<file path="src/rtl/letc_core_stage_f2.sv">
// LETC core F2: issues one L1I request per F1 word and registers the response to decode.
// Optional LETC_CORE_F2_PERF_EN adds the saturating o_wait_cycles memory-wait counter.
package letc_core_stage_f2_pkg;
  typedef logic [31:0] word_t;
  typedef logic [31:0] paddr_t;
  typedef logic [29:0] pc_word_t;

  typedef struct packed {
    logic     valid;
    pc_word_t pc_word;
    paddr_t   fetch_addr;
  } f1_to_f2_s;

  typedef struct packed {
    logic     valid;
    pc_word_t pc_word;
    word_t    instr;
    logic     fault;
  } f2_to_d_s;
endpackage

module letc_core_stage_f2
  import letc_core_stage_f2_pkg::*;
#(
  parameter int STALL_CNTR_W = 16
) (
  input  logic      i_clk,
  input  logic      i_rst_n,
  input  f1_to_f2_s i_f1_to_f2,
  output logic      o_icache_req_valid,
  input  logic      i_icache_req_ready,
  output paddr_t    o_icache_req_addr,
  input  logic      i_icache_rsp_valid,
  input  word_t     i_icache_rsp_data,
  input  logic      i_icache_rsp_fault,
  output logic      o_stage_ready,
  input  logic      i_stage_flush,
  input  logic      i_stage_stall,
  output f2_to_d_s  o_f2_to_d
`ifdef LETC_CORE_F2_PERF_EN
  ,
  output logic [STALL_CNTR_W-1:0] o_wait_cycles
`endif
);

  typedef enum logic [1:0] {
    IDLE     = 2'd0,
    WAIT_RSP = 2'd1,
    HOLD     = 2'd2,
    DISCARD  = 2'd3
  } state_e;

  if (STALL_CNTR_W < 2) begin : g_bad_cntr_w
    $error("STALL_CNTR_W must be at least 2");
  end

  state_e   state_q;
  logic     out_valid_q;
  pc_word_t out_pc_q;
  word_t    out_instr_q;
  logic     out_fault_q;
  pc_word_t req_pc_q;
  pc_word_t hold_pc_q;
  word_t    hold_instr_q;
  logic     hold_fault_q;

  logic in_idle;
  logic req_fire;
  logic load_rsp;
  logic load_hold;
  logic capture_hold;

  always_comb begin
    in_idle            = (state_q == IDLE);
    o_icache_req_valid = in_idle & i_f1_to_f2.valid & ~i_stage_flush;
    o_icache_req_addr  = i_f1_to_f2.fetch_addr;
    o_stage_ready      = in_idle & (~i_f1_to_f2.valid | i_icache_req_ready) & ~i_stage_flush;
    req_fire           = o_icache_req_valid & i_icache_req_ready;
    load_rsp     = (state_q == WAIT_RSP) & i_icache_rsp_valid & ~i_stage_stall & ~i_stage_flush;
    capture_hold = (state_q == WAIT_RSP) & i_icache_rsp_valid &  i_stage_stall & ~i_stage_flush;
    load_hold    = (state_q == HOLD) & ~i_stage_stall & ~i_stage_flush;
  end

  // Flush beats stall for the output valid; an orphaned request parks in DISCARD.
  always_ff @(posedge i_clk) begin
    if (!i_rst_n) begin
      state_q     <= IDLE;
      out_valid_q <= 1'b0;
    end else begin
      if (i_stage_flush) begin
        out_valid_q <= 1'b0;
      end else if (!i_stage_stall) begin
        out_valid_q <= load_rsp | load_hold;
      end

      case (state_q)
        IDLE: begin
          if (req_fire) state_q <= WAIT_RSP;
        end
        WAIT_RSP: begin
          if (i_stage_flush) begin
            state_q <= i_icache_rsp_valid ? IDLE : DISCARD;
          end else if (i_icache_rsp_valid) begin
            state_q <= i_stage_stall ? HOLD : IDLE;
          end
        end
        HOLD: begin
          if (i_stage_flush || !i_stage_stall) state_q <= IDLE;
        end
        DISCARD: begin
          if (i_icache_rsp_valid) state_q <= IDLE;
        end
        default: state_q <= IDLE;
      endcase
    end
  end

  always_ff @(posedge i_clk) begin
    if (req_fire) begin
      req_pc_q <= i_f1_to_f2.pc_word;
    end
    if (capture_hold) begin
      hold_pc_q    <= req_pc_q;
      hold_instr_q <= i_icache_rsp_data;
      hold_fault_q <= i_icache_rsp_fault;
    end
    if (load_rsp) begin
      out_pc_q    <= req_pc_q;
      out_instr_q <= i_icache_rsp_data;
      out_fault_q <= i_icache_rsp_fault;
    end else if (load_hold) begin
      out_pc_q    <= hold_pc_q;
      out_instr_q <= hold_instr_q;
      out_fault_q <= hold_fault_q;
    end
  end

  assign o_f2_to_d = '{valid: out_valid_q, pc_word: out_pc_q, instr: out_instr_q, fault: out_fault_q};

`ifdef LETC_CORE_F2_PERF_EN
  logic [STALL_CNTR_W-1:0] wait_cycles_q;

  always_ff @(posedge i_clk) begin
    if (!i_rst_n) begin
      wait_cycles_q <= '0;
    end else if (((state_q == WAIT_RSP) || (state_q == DISCARD)) && (wait_cycles_q != '1)) begin
      wait_cycles_q <= wait_cycles_q + {{(STALL_CNTR_W-1){1'b0}}, 1'b1};
    end
  end

  assign o_wait_cycles = wait_cycles_q;
`endif

`ifndef SYNTHESIS
  // A response is only legal while a request is outstanding.
  a_rsp_only_when_outstanding: assert property (@(posedge i_clk) disable iff (!i_rst_n)
    i_icache_rsp_valid |-> ((state_q == WAIT_RSP) || (state_q == DISCARD)));
`endif

endmodule
</file>
<file path="config.mk">
export PLATFORM = sky130hd
export DESIGN_NAME = letc_core_stage_f2
export DESIGN_NICKNAME = d
export VERILOG_FILES = /design/src/rtl/letc_core_stage_f2.sv
export SDC_FILE = /design/constraint.sdc
export NUM_CORES = 1
export LEC_CHECK = 0
export ABC_AREA = 1
export BUFFER_PORTS_ARGS = -buffer_cell sky130_fd_sc_hd__buf_2
export CAP_MARGIN = 30
export CORE_MARGIN = 2
export CORE_UTILIZATION = 40
export CTS_BUF_LIST = sky130_fd_sc_hd__clkbuf_8
export DETAILED_ROUTE_END_ITERATION = 10
export PLACE_DENSITY = 0.76
export SLEW_MARGIN = 0
export SYNTH_ARGS = -nofsm -noshare
export SYNTH_HDL_FRONTEND = slang
export SYNTH_SLANG_ARGS = --single-unit
export TNS_END_PERCENT = 20
</file>
<file path="constraint.sdc">
create_clock -name i_clk -period 22.8 [get_ports i_clk]
set_input_delay 3.42 -clock i_clk [delete_from_list [all_inputs] [get_ports i_clk]]
set_output_delay 3.42 -clock i_clk [all_outputs]
set_load 0.05 [all_outputs]
</file>
; After elaboration in Yosys (flattened, before gate mapping)
; Index checks and enable logic that the tools add are counted.
[totals]
regBits = 159
out_inout_bits = 98
word_cells = 54
[op_classes]
eq_ne = 7
n_mux = 14
n_bitwise = 18
reduce_logical = 6
[ops]
columns = operator, n
row1 = 32-bit two-way mux, 2
row2 = 30-bit two-way mux, 2
row3 = 2-bit two-way mux, 7
row4 = 1-bit bitwise AND, 12
row5 = 2-bit case mux with 4 select lines, 1
row6 = 2-bit == test (second input constant), 2
row7 = 2-bit by 1-bit != test with 1-bit output (second input constant), 2
row8 = 1-bit inverter, 4
row9 = 4-bit AND reduction, 1
row10 = 3-bit != test (second input constant), 1
row11 = 2-bit by 1-bit == test with 1-bit output (second input constant), 1
row12 = 2-bit logical NOT, 1
row13 = 1-bit two-way mux, 2
row14 = 2-bit != test (second input constant), 1
row15 = 1-bit OR, 2
row16 = 2-bit nonzero test, 1
row17 = 2-bit OR reduction, 1
row18 = 1-bit logical NOT, 1
row19 = 1-bit logical OR, 1

; Depth between registers and ports, before layout
[depth]
ltp_word = 6
depth_mapped = 9

; Worst setup path before layout
; Ideal clock, no wire load.
[synth_path]
path_type = input to register
start = input port i_stage_flush
end = register hold_fault_q (enable)
setup_time_ps = 639
arrival_time_ps = 9555
required_time_ps = 22161
slack_ps = 12606
cell_stages = 3
cell_sequence = inv_2 -> nand2_1 -> nor4_1
[synth_between]
elab_chain_cells = 2
[synth_lines]
columns = item, line
row1 = from (decl), 37  ; input logic i_stage_flush,
row2 = 1-bit inverter, 80  ; capture_hold = (state_q == WAIT_RSP) & i_icache_rsp_valid & i_stage_stall & ~i_stage_flush;
row3 = 1-bit bitwise AND, 80
row4 = net capture_hold, 71  ; logic capture_hold;
row5 = to (signal assigned), 125  ; hold_fault_q <= i_icache_rsp_fault;
row6 = to (decl), 65  ; logic hold_fault_q;
; The timed path passes the listed nets, and every way through them passes these cells.
; A chain may end at the register's enable or synchronous reset.

; Worst setup path after layout
[layout_path]
start = input port i_stage_flush
end = output port o_icache_req_valid
[layout_between]
elab_chain_cells = 2
[layout_lines]
columns = item, line
row1 = 1-bit inverter, 75  ; o_icache_req_valid = in_idle & i_f1_to_f2.valid & ~i_stage_flush;
row2 = 1-bit bitwise AND, 75
row3 = to (decl), 30  ; output logic o_icache_req_valid,
; Every way passes these cells.

==> impl_summary.log <==
[metrics] status: finished clean
[metrics] total count of max-transition violations in the final report: 0
[metrics] number of max-capacitance violations reported: 0
[metrics] pin slew with the least headroom to its limit: ~0.94 ns
[metrics] area growth from synthesis to layout: 14.93%
[metrics] Detailed Place HPWL: around 7.3 mm
[metrics] number of buffers on the longest clock path: 2
[metrics] wire per inst: 14.58 µm
[metrics] post-DR vias/cell: between 4 and 5
[metrics] worst-case vdd ir drop: about 0.036 mV
[metrics] die outline area: ~0.017 mm²
[metrics] placeable core region: 0.01577 mm²
[metrics] top achievable clock speed: ~130 MHz
[metrics] critical path buffer and inverter count: 3
[metrics] most prevalent standard cell on the critical path: sky130_fd_sc_hd__buf_2
[metrics] nets in the synthesized netlist: ~550
[metrics] port buffer count: 135
[metrics] cells resized by post-CTS repair: 0
[metrics] postcts setup bufs: 0
[metrics] # hold bufs at CTS: 0
[metrics] Mapped Cells: roughly 450
[metrics] worst-path maximum fanout: 7
[metrics] cell accounting for the most synthesized area: sky130_fd_sc_hd__edfxtp_1
[metrics] power per unit of standard cell area: slightly below 90 mW/mm²
[metrics] count of endpoints failing hold in the final timing report: 0
[metrics] Die Ht: roughly 130 µm
[metrics] Worst EP arrival: 4.20 ns
[metrics] final global-route overflow total: 0
[metrics] class of the tightest hold or removal check: reg -> reg
[metrics] classification of the worst setup path: in -> out
[metrics] cell breakdown of the critical path: buf_2 -> inv_2 -> nand2_1 -> nor2_1 -> buf_2
[metrics] final worst clock skew: a little over 0.009 ns
[metrics] required time worst endpoint: roughly 19 ns
[metrics] sort of element at the end of the critical path: output pin
[metrics] mean post-synth cell area: approximately 14 µm²
[metrics] number of remaining DRC errors: 0
[metrics] post-layout utilization of the core: 46.73%
[metrics] top cells by area, synth: sky130_fd_sc_hd__edfxtp_1 73%, sky130_fd_sc_hd__o21ai_2 8.6%, sky130_fd_sc_hd__nand2_1 4.6%, sky130_fd_sc_hd__inv_1 4.2%, sky130_fd_sc_hd__buf_4 4.1%
[metrics] number of design-rule violations left by the first detailed-router iteration: just over 200
[metrics] clock tree from TritonCTS: yes
[metrics] number of global-route vias before repair: around 3500
[metrics] category of cells accounting for the largest share of critical-path delay: buffers and inverters
[metrics] clock-pin slew on the worst setup and hold paths: 0.08 ns
[metrics] post-route cell area: 0.007370 mm²
[metrics] IO Count: 200
[metrics] initial standard-cell utilization of the core: between 40% and 50%
[metrics] remaining max-slew budget at the tightest pin: between 30 and 40%
[metrics] GRT Total Usage: 13.72%
[metrics] number of antenna violations at the first check in global routing: 2
[metrics] min cycle time layout: approximately 7.6 ns
[metrics] unrepaired setup endpoints after global routing: no
[metrics] pin count of the biggest net entering global routing: 64
[metrics] total routed wirelength: between 10 and 15 mm
[metrics] wire length of the first global-routing pass: approximately 18 mm
[metrics] distinct cell type count of the synthesized netlist: 19
[metrics] minimum setup slack after placement: 15.19 ns
[metrics] crit share post-route: about a third
[metrics] layout net count: between 600 and 700
[metrics] Setup Total Neg Slack: 0 ns
[metrics] worst-case setup margin in the final layout: around 15 ns
[metrics] placed cell area: approximately 0.007 mm²
[metrics] max incr delay on CP: roughly 0.26 ns
[metrics] Final Wtd Congestion: just under 0.8
[metrics] count of warnings emitted by yosys: 0
[metrics] drt pass-1 iters: 4
[metrics] Critical-path top delay cell: sky130_fd_sc_hd__buf_2
[metrics] Root Buffer Master: sky130_fd_sc_hd__clkbuf_8
[metrics] number of rows created at floorplan: between 40 and 50
[metrics] share of the synthesized area in the top cell type: about three quarters
[metrics] maximum level of the CTS H-tree: 4
[metrics] static power due to leakage: between 3 and 4 nW
[metrics] register area share after synthesis: around 74%
[metrics] fraction of final layout cells with drive strength greater than 1: a little over two fifths
[metrics] total number of vias: around 3500
[metrics] # setup viols final: 0
[metrics] remaining antenna violation count after routing: 0
[metrics] overall die width: 130.6 µm
[metrics] clock latency reported for the late side of the worst-skew pair: ~0.43 ns
[metrics] clk sinks: between 150 and 200
[metrics] category of the worst setup path launch point: input port
[metrics] CTS Buf Count: 17
[metrics] Post-Synthesis Cell Area: 0.006412 mm²
[metrics] Seq cells post-synth: approximately 160
-- placed cells by master (no fill, tap or decap), drive strengths merged, types with 2 or more instances in the layout --
| cell type | Yosys | routed |
|---|---|---|
| buf | 48 | 139 |
| edfxtp | 156 | 156 |
| nand2 | 78 | 78 |
| nand3 | 2 | 2 |
| nor2 | 13 | 13 |
| inv | 74 | 76 |
| clkinv | 0 | 9 |
| nor3 | 2 | 2 |
| clkbuf | 0 | 17 |
| a31oi | 2 | 2 |
| clkinvlp | 0 | 3 |
| dfxtp | 3 | 3 |
| o21ai | 65 | 65 |
-- kinds of logic after synthesis --
group | after synthesis | share of synthesized area [%]
AND/OR/NAND/NOR | 97 | 6.049
AO/OA/AOI/OAI | 69 | 9.249
flip-flops | 159 | 73.99
buffers and inverters | 122 | 10.71
-- per-stage QoR --
step / instances / total power (W) / hold slack [ns]
floorplan: 447 / 0.0004603 / 0.4264
global placement: 753 / 0.0004678 / 0.4307
detailed placement: 754 / 0.0004732 / 0.4334
CTS: 786 / 0.0006591 / 0.4462
global route: 786 / 0.0006789 / 0.4515
finish: 787 / 0.0006503 / 0.4501
-- flip-flops by register name, summed over array words and instances (netlist names) --
signal	count
hold_instr_q	32
out_instr_q	32
hold_pc_q	30
out_pc_q	30
req_pc_q	30
state_q	2
hold_fault_q	1
out_fault_q	1
out_valid_q	1
-- final timing paths --
kind	start	to	slack, ns	depth (start not counted)
worst max-delay path	i_stage_flush	o_icache_req_valid	15.18	5
worst min-delay path	req_pc_q[13]	hold_pc_q[13]	0.45	0
worst max register to register	state_q[0]	out_pc_q[18]	20.21	4
worst min register to register	req_pc_q[13]	hold_pc_q[13]	0.45	0
-- layer usage --
| layer | global-route usage [%] | up-vias | share of wire, % |
|---|---|---|---|
| met5 | 0 | - | 0.061 |
| met4 | 6.008 | 2 | 1.8 |
| li1 | - | 1697 | - |
| met1 | 16.01 | 1639 | 42 |
| met2 | 22.73 | 151 | 48 |
| met3 | 5.171 | 23 | 7.8 |
-- final cells by class --
type	count	area, µm²
Timing Repair Buffer	139	725.7
Clock buffer	17	234.0
Antenna cell	1	2.502
Clock inverter	15	106.4
Multi-Input combinational cell	166	1008
Sequential cell	159	4745
Inverter	74	277.8
Fill cell	1443	8401
Tap cell	216	270.3
-- synthesized netlist by cell type --
cell,n
sky130_fd_sc_hd__buf_4,35
sky130_fd_sc_hd__nand3_1,2
sky130_fd_sc_hd__a21oi_1,1
sky130_fd_sc_hd__nor2_4,1
sky130_fd_sc_hd__buf_6,13
sky130_fd_sc_hd__inv_1,72
sky130_fd_sc_hd__nor2_1,12
sky130_fd_sc_hd__a211oi_1,1
sky130_fd_sc_hd__o21ai_0,2
sky130_fd_sc_hd__inv_2,2
sky130_fd_sc_hd__edfxtp_1,156
sky130_fd_sc_hd__a31oi_1,1
sky130_fd_sc_hd__dfxtp_1,3
sky130_fd_sc_hd__nor3_1,2
sky130_fd_sc_hd__nand2_1,78
sky130_fd_sc_hd__nand4_2,1
sky130_fd_sc_hd__o21ai_2,63
sky130_fd_sc_hd__nor4_1,1
sky130_fd_sc_hd__a31oi_2,1
-- power by group --
part	internal [W]	switching (W)
registers	0.000348	0.00000788
logic	0.0000242	0.0000853
clock network	0.0000835	0.000101
No activity file was read; power rests on OpenSTA's default activity.
